`src/rtl/uart_rx_fifo.sv`:
```
// uart_rx_fifo: receive buffer behind the UART receiver.
// Bytes arrive on the receiver's done pulse, are held in a power-of-two
// circular FIFO and are presented first-word-fall-through to the consumer.
// Bytes arriving while the buffer is full are dropped and counted.
//
// Parameters:
//   DEPTH      byte entries, power of two, >= 2
//   AF_THRESH  almost-full level, 1..DEPTH (only with the option below)
//
// Ports:
//   clk, rst        clock, asynchronous active-high reset
//   wr_tick/wr_data one-cycle byte strobe and byte from the receiver
//   rd_valid/rd_ready/rd_data  consumer handshake, oldest byte on rd_data
//   count/empty/full           occupancy, 0..DEPTH
//   overrun/drop_cnt           sticky drop flag, saturating drop counter
//   overrun_clr                one-cycle clear of overrun and drop_cnt
//   almost_full                count >= AF_THRESH (only with the option)
//
// Option macro: UART_RX_FIFO_ALMOST_FULL_EN adds AF_THRESH and almost_full
// for RTS flow control. Undefined, neither exists.

module uart_rx_fifo #(
    parameter int DEPTH = 16
`ifdef UART_RX_FIFO_ALMOST_FULL_EN
   ,parameter int AF_THRESH = DEPTH - 2
`endif
   ,localparam int ADDR_W = $clog2(DEPTH)
) (
    input  logic              clk,
    input  logic              rst,
    input  logic              wr_tick,
    input  logic [7:0]        wr_data,
    output logic              rd_valid,
    input  logic              rd_ready,
    output logic [7:0]        rd_data,
    output logic [ADDR_W:0]   count,
    output logic              empty,
    output logic              full,
    output logic              overrun,
    input  logic              overrun_clr,
    output logic [7:0]        drop_cnt
`ifdef UART_RX_FIFO_ALMOST_FULL_EN
   ,output logic              almost_full
`endif
);

    localparam logic [ADDR_W:0]   FULL_CNT = (ADDR_W + 1)'(DEPTH);
    localparam logic [ADDR_W:0]   CNT_ONE  = (ADDR_W + 1)'(1);
    localparam logic [ADDR_W-1:0] PTR_ONE  = ADDR_W'(1);
    localparam logic [7:0]        DROP_MAX = 8'hFF;

    logic [7:0]        mem_q [DEPTH];

    logic [ADDR_W-1:0] wr_ptr_q, wr_ptr_d;
    logic [ADDR_W-1:0] rd_ptr_q, rd_ptr_d;
    logic [ADDR_W:0]   count_q, count_d;
    logic              overrun_q, overrun_d;
    logic [7:0]        drop_cnt_q, drop_cnt_d;

    logic              full_w;
    logic              valid_w;
    logic              push;
    logic              pop;
    logic              drop;

    assign valid_w = (count_q != '0);
    assign full_w  = (count_q == FULL_CNT);

    // A pop frees a slot in the same cycle, so a full buffer still takes
    // the incoming byte when the consumer is reading.
    assign pop  = valid_w & rd_ready;
    assign push = wr_tick & (~full_w | pop);
    assign drop = wr_tick & full_w & ~pop;

    always_comb begin
        wr_ptr_d = wr_ptr_q;
        rd_ptr_d = rd_ptr_q;
        count_d  = count_q;

        if (push) begin
            wr_ptr_d = wr_ptr_q + PTR_ONE;
        end
        if (pop) begin
            rd_ptr_d = rd_ptr_q + PTR_ONE;
        end

        unique case ({push, pop})
            2'b10:   count_d = count_q + CNT_ONE;
            2'b01:   count_d = count_q - CNT_ONE;
            default: count_d = count_q;
        endcase
    end

    // A drop in the same cycle as a clear wins, leaving exactly one drop.
    always_comb begin
        overrun_d  = overrun_q;
        drop_cnt_d = drop_cnt_q;

        if (drop) begin
            overrun_d = 1'b1;
            if (overrun_clr) begin
                drop_cnt_d = 8'd1;
            end else if (drop_cnt_q != DROP_MAX) begin
                drop_cnt_d = drop_cnt_q + 8'd1;
            end
        end else if (overrun_clr) begin
            overrun_d  = 1'b0;
            drop_cnt_d = 8'd0;
        end
    end

    always_ff @(posedge clk or posedge rst) begin
        if (rst) begin
            wr_ptr_q   <= '0;
            rd_ptr_q   <= '0;
            count_q    <= '0;
            overrun_q  <= 1'b0;
            drop_cnt_q <= 8'd0;
        end else begin
            wr_ptr_q   <= wr_ptr_d;
            rd_ptr_q   <= rd_ptr_d;
            count_q    <= count_d;
            overrun_q  <= overrun_d;
            drop_cnt_q <= drop_cnt_d;
        end
    end

    // Storage is deliberately left out of reset; count gates its visibility.
    always_ff @(posedge clk) begin
        if (push) begin
            mem_q[wr_ptr_q] <= wr_data;
        end
    end

    assign rd_valid = valid_w;
    assign rd_data  = valid_w ? mem_q[rd_ptr_q] : 8'h00;
    assign count    = count_q;
    assign empty    = ~valid_w;
    assign full     = full_w;
    assign overrun  = overrun_q;
    assign drop_cnt = drop_cnt_q;

`ifdef UART_RX_FIFO_ALMOST_FULL_EN
    localparam logic [ADDR_W:0] AF_CNT = (ADDR_W + 1)'(AF_THRESH);

    assign almost_full = (count_q >= AF_CNT);
`endif

endmodule
```
`config.mk`:
```
export PLATFORM = sky130hd
export DESIGN_NAME = uart_rx_fifo
export DESIGN_NICKNAME = d
export VERILOG_FILES = /design/src/rtl/uart_rx_fifo.sv
export SDC_FILE = /design/constraint.sdc
export NUM_CORES = 1
export LEC_CHECK = 0
export ABC_AREA = 1
export CORE_MARGIN = 4
export CORE_UTILIZATION = 45
export DETAILED_ROUTE_END_ITERATION = 12
export REMOVE_ABC_BUFFERS = 1
export SYNTH_ARGS = -nofsm -noshare
export SYNTH_HDL_FRONTEND = slang
export SYNTH_SLANG_ARGS = --single-unit
```
`constraint.sdc`:
```
create_clock -name clk -period 2.3 [get_ports clk]
set_input_delay 0.46 -clock clk [delete_from_list [all_inputs] [get_ports clk]]
set_output_delay 0.46 -clock clk [all_outputs]
set_load 0.01 [all_outputs]
```
**Word level (Yosys, flattened, before mapping)**

Memory sizes are Yosys's and may differ from the RTL's.
Index checks and enable logic that the tools add are counted.

- Flip-flop bits (word level): 22
- Bits in writable memories: 128
- Bits of input ports: 13
- Output and inout port bits: 25
- Word-level logic and storage cells: 38
- Memories: 1

Memory list:

| name | words | width | read ports | clocked after Yosys merged registers in | write ports | RTL line | RTL |
|---|---|---|---|---|---|---|---|
| mem_q | 16 | 8 | 1 | 0 | 1 | 52 | `logic [7:0] mem_q [DEPTH];` |

- $add $sub $neg: 5
- Equality and inequality tests: 4
- Mux-type cells: 10
- Bitwise gates (word level): 8
- Reductions and logical operators: 5

Operators with widths:

| operator | count |
|---|---|
| two-way mux 8 bit | 5 |
| one-hot mux 5 bit (2 select lines) | 1 |
| adder 4 x 1 -> 4 bit (second input constant) | 2 |
| adder 8 x 1 -> 8 bit (second input constant) | 1 |
| inequality test 8 bit (second input constant) | 1 |
| nonzero test 2 bit | 3 |
| adder 5 x 1 -> 5 bit (second input constant) | 1 |
| equality test 5 bit (second input constant) | 1 |
| nonzero test 5 bit | 1 |
| subtractor 5 x 1 -> 5 bit (second input constant) | 1 |
| AND 1 bit | 4 |
| two-way mux 1 bit | 4 |
| inverter 1 bit | 3 |
| equality test 2 x 1 -> 1 bit (second input constant) | 1 |
| equality test 2 bit (second input constant) | 1 |
| AND reduction 2 bit | 1 |
| bitwise OR 1 bit | 1 |

**Logic depth before layout (Yosys ltp)**

- Depth after elaboration: 6
- Mapped depth: 15

**Worst setup path before layout**

No wires, ideal clock.

- Kind: register to register
- Start: reg count_q[0], in the netlist count[0]
- End: mem mem_q[11][0], enable pin
- Setup time: 0.370 ns
- Arrival: 1.541 ns
- Path slack: 0.389 ns
- Cell stages (with the launch flop): 7
- Clock period less this slack: 1.911 ns
- Cells stage by stage: dfrtp_1 > nor2_2 > nand3_4 > nand2_4 > a21oi_4 > nand2_1 > nor2_1

- Word-level cells in the longest chain between the ends: 6

RTL lines:

| element | RTL line | RTL |
|---|---|---|
| from (decl) | 56 | `logic [ADDR_W:0] count_q, count_d;` |
| from (signal assigned) | 122 | `count_q <= count_d;` |
| nonzero test 5 bit | 66 | `assign valid_w = (count_q != '0);` |
| via rd_valid | 33 | `output logic rd_valid,` |
| AND 1 bit | 71 | `assign pop = valid_w & rd_ready;` |
| bitwise OR 1 bit | 72 | `assign push = wr_tick & (~full_w \| pop);` |
| AND 1 bit | 72 |  |
| two-way mux 1 bit | 130 | `if (push) begin` |
| two-way mux 1 bit (implied by the code) | 131 | `mem_q[wr_ptr_q] <= wr_data;` |
| to (decl) | 52 |  |

The timed path passes the listed nets, and every way through them passes these cells.

**Worst setup path after layout**

- Start: reg rd_ptr_q[0]
- End: out rd_data[3]

- Word-level cells in the longest chain between the ends: 2

RTL lines:

| element | RTL line | RTL |
|---|---|---|
| from (decl) | 55 | `logic [ADDR_W-1:0] rd_ptr_q, rd_ptr_d;` |
| from (signal assigned) | 121 | `rd_ptr_q <= rd_ptr_d;` |
| memory (16 x 8 bit) | n/a |  |
| two-way mux 8 bit | 136 | `assign rd_data = valid_w ? mem_q[rd_ptr_q] : 8'h00;` |
| to (decl) | 35 | `output logic [7:0] rd_data,` |

Every way passes these cells.

==> run_results.csv <==
group,metric,value,unit
critical_path,critPathMaxStageDelay,0.50,ns
yosys,seq_area_frac_synth,68.7,%
yosys,yosysWarningCount,0,
final_layout,design_area,8220,um^2
power,internal-power,6.77,mW
detailed_routing,detail_route.drc_violations,0,
final_layout,diodes,0,
final_layout,final_common_cell,"edfxtp_1",
status,outcome,"complete, but fails checks",
die,die_y,127,um
clock_network,clockRootBuffer,"clkbuf_16",
global_route,grt_pass1_wl,24800,um
critical_path,critPathKind,"flop to output port",
yosys,synth-main-ff-cell,"edfxtp_1",
final_layout,final_util,59.2,%
critical_path,crit_path_cell_trace,"inv_8 > buf_12 > buf_16 > o21ai_1 > o221ai_1 > nand3_1 > a21oi_2 > buf_2",
place,gp_congestion,0.819,
power,comb_power_share,43.2,%
yosys,synth-edff-count,128,
critical_path,worst_path_max_delay_cell,"dfrtp_2",
clock_network,cts_made_buffers,17,
sta,min_period,2.46,ns
yosys,ys_async_sr_fraction,14.7,%
clock_network,clockBufferDepth,2,
yosys,netlist_instances,533,
place,dp.cells,780,
global_route,antenna_found_initial,0,
clock_network,htreeDepth,4,
detailed_routing,vias,4535,
critical_path,r2r_cells,13,
critical_path,worstPathArrival,2.00,ns
detailed_routing,viasPerCell,5.47,
place,place_hpwl,10200,um
power,p_leak,3.03,nW
power,clockPowerShare,23.2,%
die,start_util,46.1,%
clock_network,cts_sinks,150,
sta,slew_headroom,55.7,%
critical_path,worstPathRequired,1.84,ns
yosys,synth_area_per_cell,12.0,um^2
die,core.rowCount,43,
final_layout,syn_to_final_growth,28.4,%
detailed_routing,ant_nets,0,
detailed_routing,drt-initial-drc-count,405,
final_layout,multi_input_area,1860,um^2
power,seqPwrFrac,33.7,%
critical_path,worst_setup_path_end_kind,"output port",
status,violations,"negative setup slack",
critical_path,cp_max_fo,8,
yosys,synth_area,6400,um^2
global_route,grt_overflow_total,0,
sta,drv_slew,0,
global_route,grt_max_degree,31,
job,cap_violations,0,
sta,post-route-period-util,107,%
yosys,synth_top_area_share,60.1,%
sta,setup_viol_count_final,8,
detailed_routing,wl_per_cell,19.1,um
final_layout,final_cell_mix,"edfxtp_1 (128), nor2_1 (98), o21ai_0 (55)",
power,p_switching,3.63,mW
power,ir_drop,0.702,mV
clock_network,clk_pin_slew_worst_paths,0.06,ns
yosys,synthTopCellsByArea,"edfxtp_1 (60%), dfrtp_1 (8.6%), nor2_1 (6.0%)",
yosys,yosys.area.top_type,"edfxtp_1",
sta,tightest_slew,0.663,ns
detailed_routing,wl,15900,um
sta,maxClockFrequency,406,MHz
detailed_routing,drtPass1Iterations,5,
critical_path,worstSetupStartpointType,"flop",
clock_network,clock_latency,0.42,ns
sta,hold_viol_final,0,
yosys,yosysUniqueCellTypes,35,
hold_path,worst_hold_path_type,"primary input to asynchronous set/reset pin",
critical_path,cp.depth,8,
power,p_per_area,1260,nW/um^2
yosys,ys_seq_elements,150,
final_layout,final_nets,657,
final_layout,fillers,1125,
clock_network,cts_tree,"yes",
sta,fin_skew,0.00602,ns
die,die_x,127,um
place,portBuffers,37,
final_layout,instances_no_fill,829,
power,swShare,34.9,%
die,die_area,16200,um^2
final_layout,drive_above_1_share,22.5,%
sta,setup_ws,-0.162,ns
place,postPlaceCellArea,7330,um^2
global_route,grt_pass1_vias,4684,
die,core-area,13900,um^2
global_route,grt_util_all_layers,20.4,%
critical_path,critPathTopFamily,"buffers and inverters",
die,io_pins,38,
final_layout,register_area,4400,um^2
sta,rsz0062_at_grt,"true",
critical_path,path_buf_inv,4,
cell families (layout without fill, tap and decap cells):
| kind of cell | Yosys count | count (layout) | synth area share, % |
|---|---|---|---|
| buf+inv | 54 | 170 | 3.42 |
| flops | 150 | 150 | 68.7 |
| xor+xnor | 10 | 10 | 1.37 |
| compound gates | 129 | 129 | 11.9 |
| fa+ha+maj | 8 | 8 | 1.56 |
| simple gates | 182 | 182 | 13.1 |
timing repair:
| item | CTS | global route |
|---|---|---|
| endpoints found under the hold margin | 0 | 0 |
| pin swaps | 22 | 20 |
| gates resized for setup | 78 | 26 |
| setup endpoints to repair | 10 | 8 |
| hold buffers | 0 | 0 |
| cloned | 4 | 3 |
| buffers inserted | 6 | 5 |
power by group through the flow:
stage / Clock, mW / Combinational [mW] / Sequential [mW]
global placement: 0 / 3.67 / 3.50
floorplan: 0 / 1.76 / 3.66
finish: 2.41 / 4.49 / 3.50
detailed placement: 0 / 3.72 / 3.51
global route: 2.58 / 4.90 / 3.53
CTS: 2.44 / 4.16 / 3.49
synthesized netlist by cell type (all sizes together) (2+ instances only):
| cell type | instances |
|---|---|
| o221ai | 18 |
| nand2 | 46 |
| ha | 8 |
| nand4 | 5 |
| edfxtp | 128 |
| clkbuf | 14 |
| a21oi | 18 |
| nor2 | 108 |
| o21ai | 78 |
| o22ai | 14 |
| clkinv | 2 |
| nor3 | 2 |
| inv | 28 |
| xor2 | 10 |
| nand3 | 20 |
| dfrtp | 22 |
| buf | 10 |
final cells by class:
type | instances | share of cell area (%)
flip-flops and latches | 150 | 53.5
multi-input cells | 329 | 22.6
repair buffers | 108 | 13.5
clock buffers | 27 | 5.88
well taps | 180 | 2.74
inverters | 30 | 1.48
clock inverters | 5 | 0.320
sequential cells by signal (all words and copies together) (netlist names):
name,count
count,5
drop_cnt,8
mem_q,128
overrun,1
rd_ptr_q,4
wr_ptr_q,4
worst paths after layout:
check	slack, ns	from	endpoint
setup / recovery	-0.16	rd_ptr_q[0]	rd_data[3]
hold / removal	0.41	rst	count[3]
setup reg to reg	0.37	count[3]	count[4]
hold reg to reg	0.50	overrun	overrun
max in group asynchronous	1.31	rst	drop_cnt[1]
min in group clk	0.50	overrun	overrun
per-stage QoR:
stage	hold WS (ns)	power, mW	setup TNS, ns	setup WS, ns
global placement	0.478	7.17	-0.638	-0.0965
finish	0.411	10.4	-0.994	-0.162
global route	0.449	11.0	-1.88	-0.290
floorplan	0.449	5.42	-4.83	-0.603
detailed placement	0.491	7.23	-0.858	-0.167
CTS	0.416	10.1	-0.885	-0.134
layer usage:
layer  GRT usage [%]  up-vias  part of all wire [%]
li1                -     2136                     -
met1            25.8     2228                    42
met2            33.6      144                    50
met3            5.39       27                   5.4
met4            8.01        0                   2.1
met5               0        -                     0
Power figures use the tool's default switching activity.
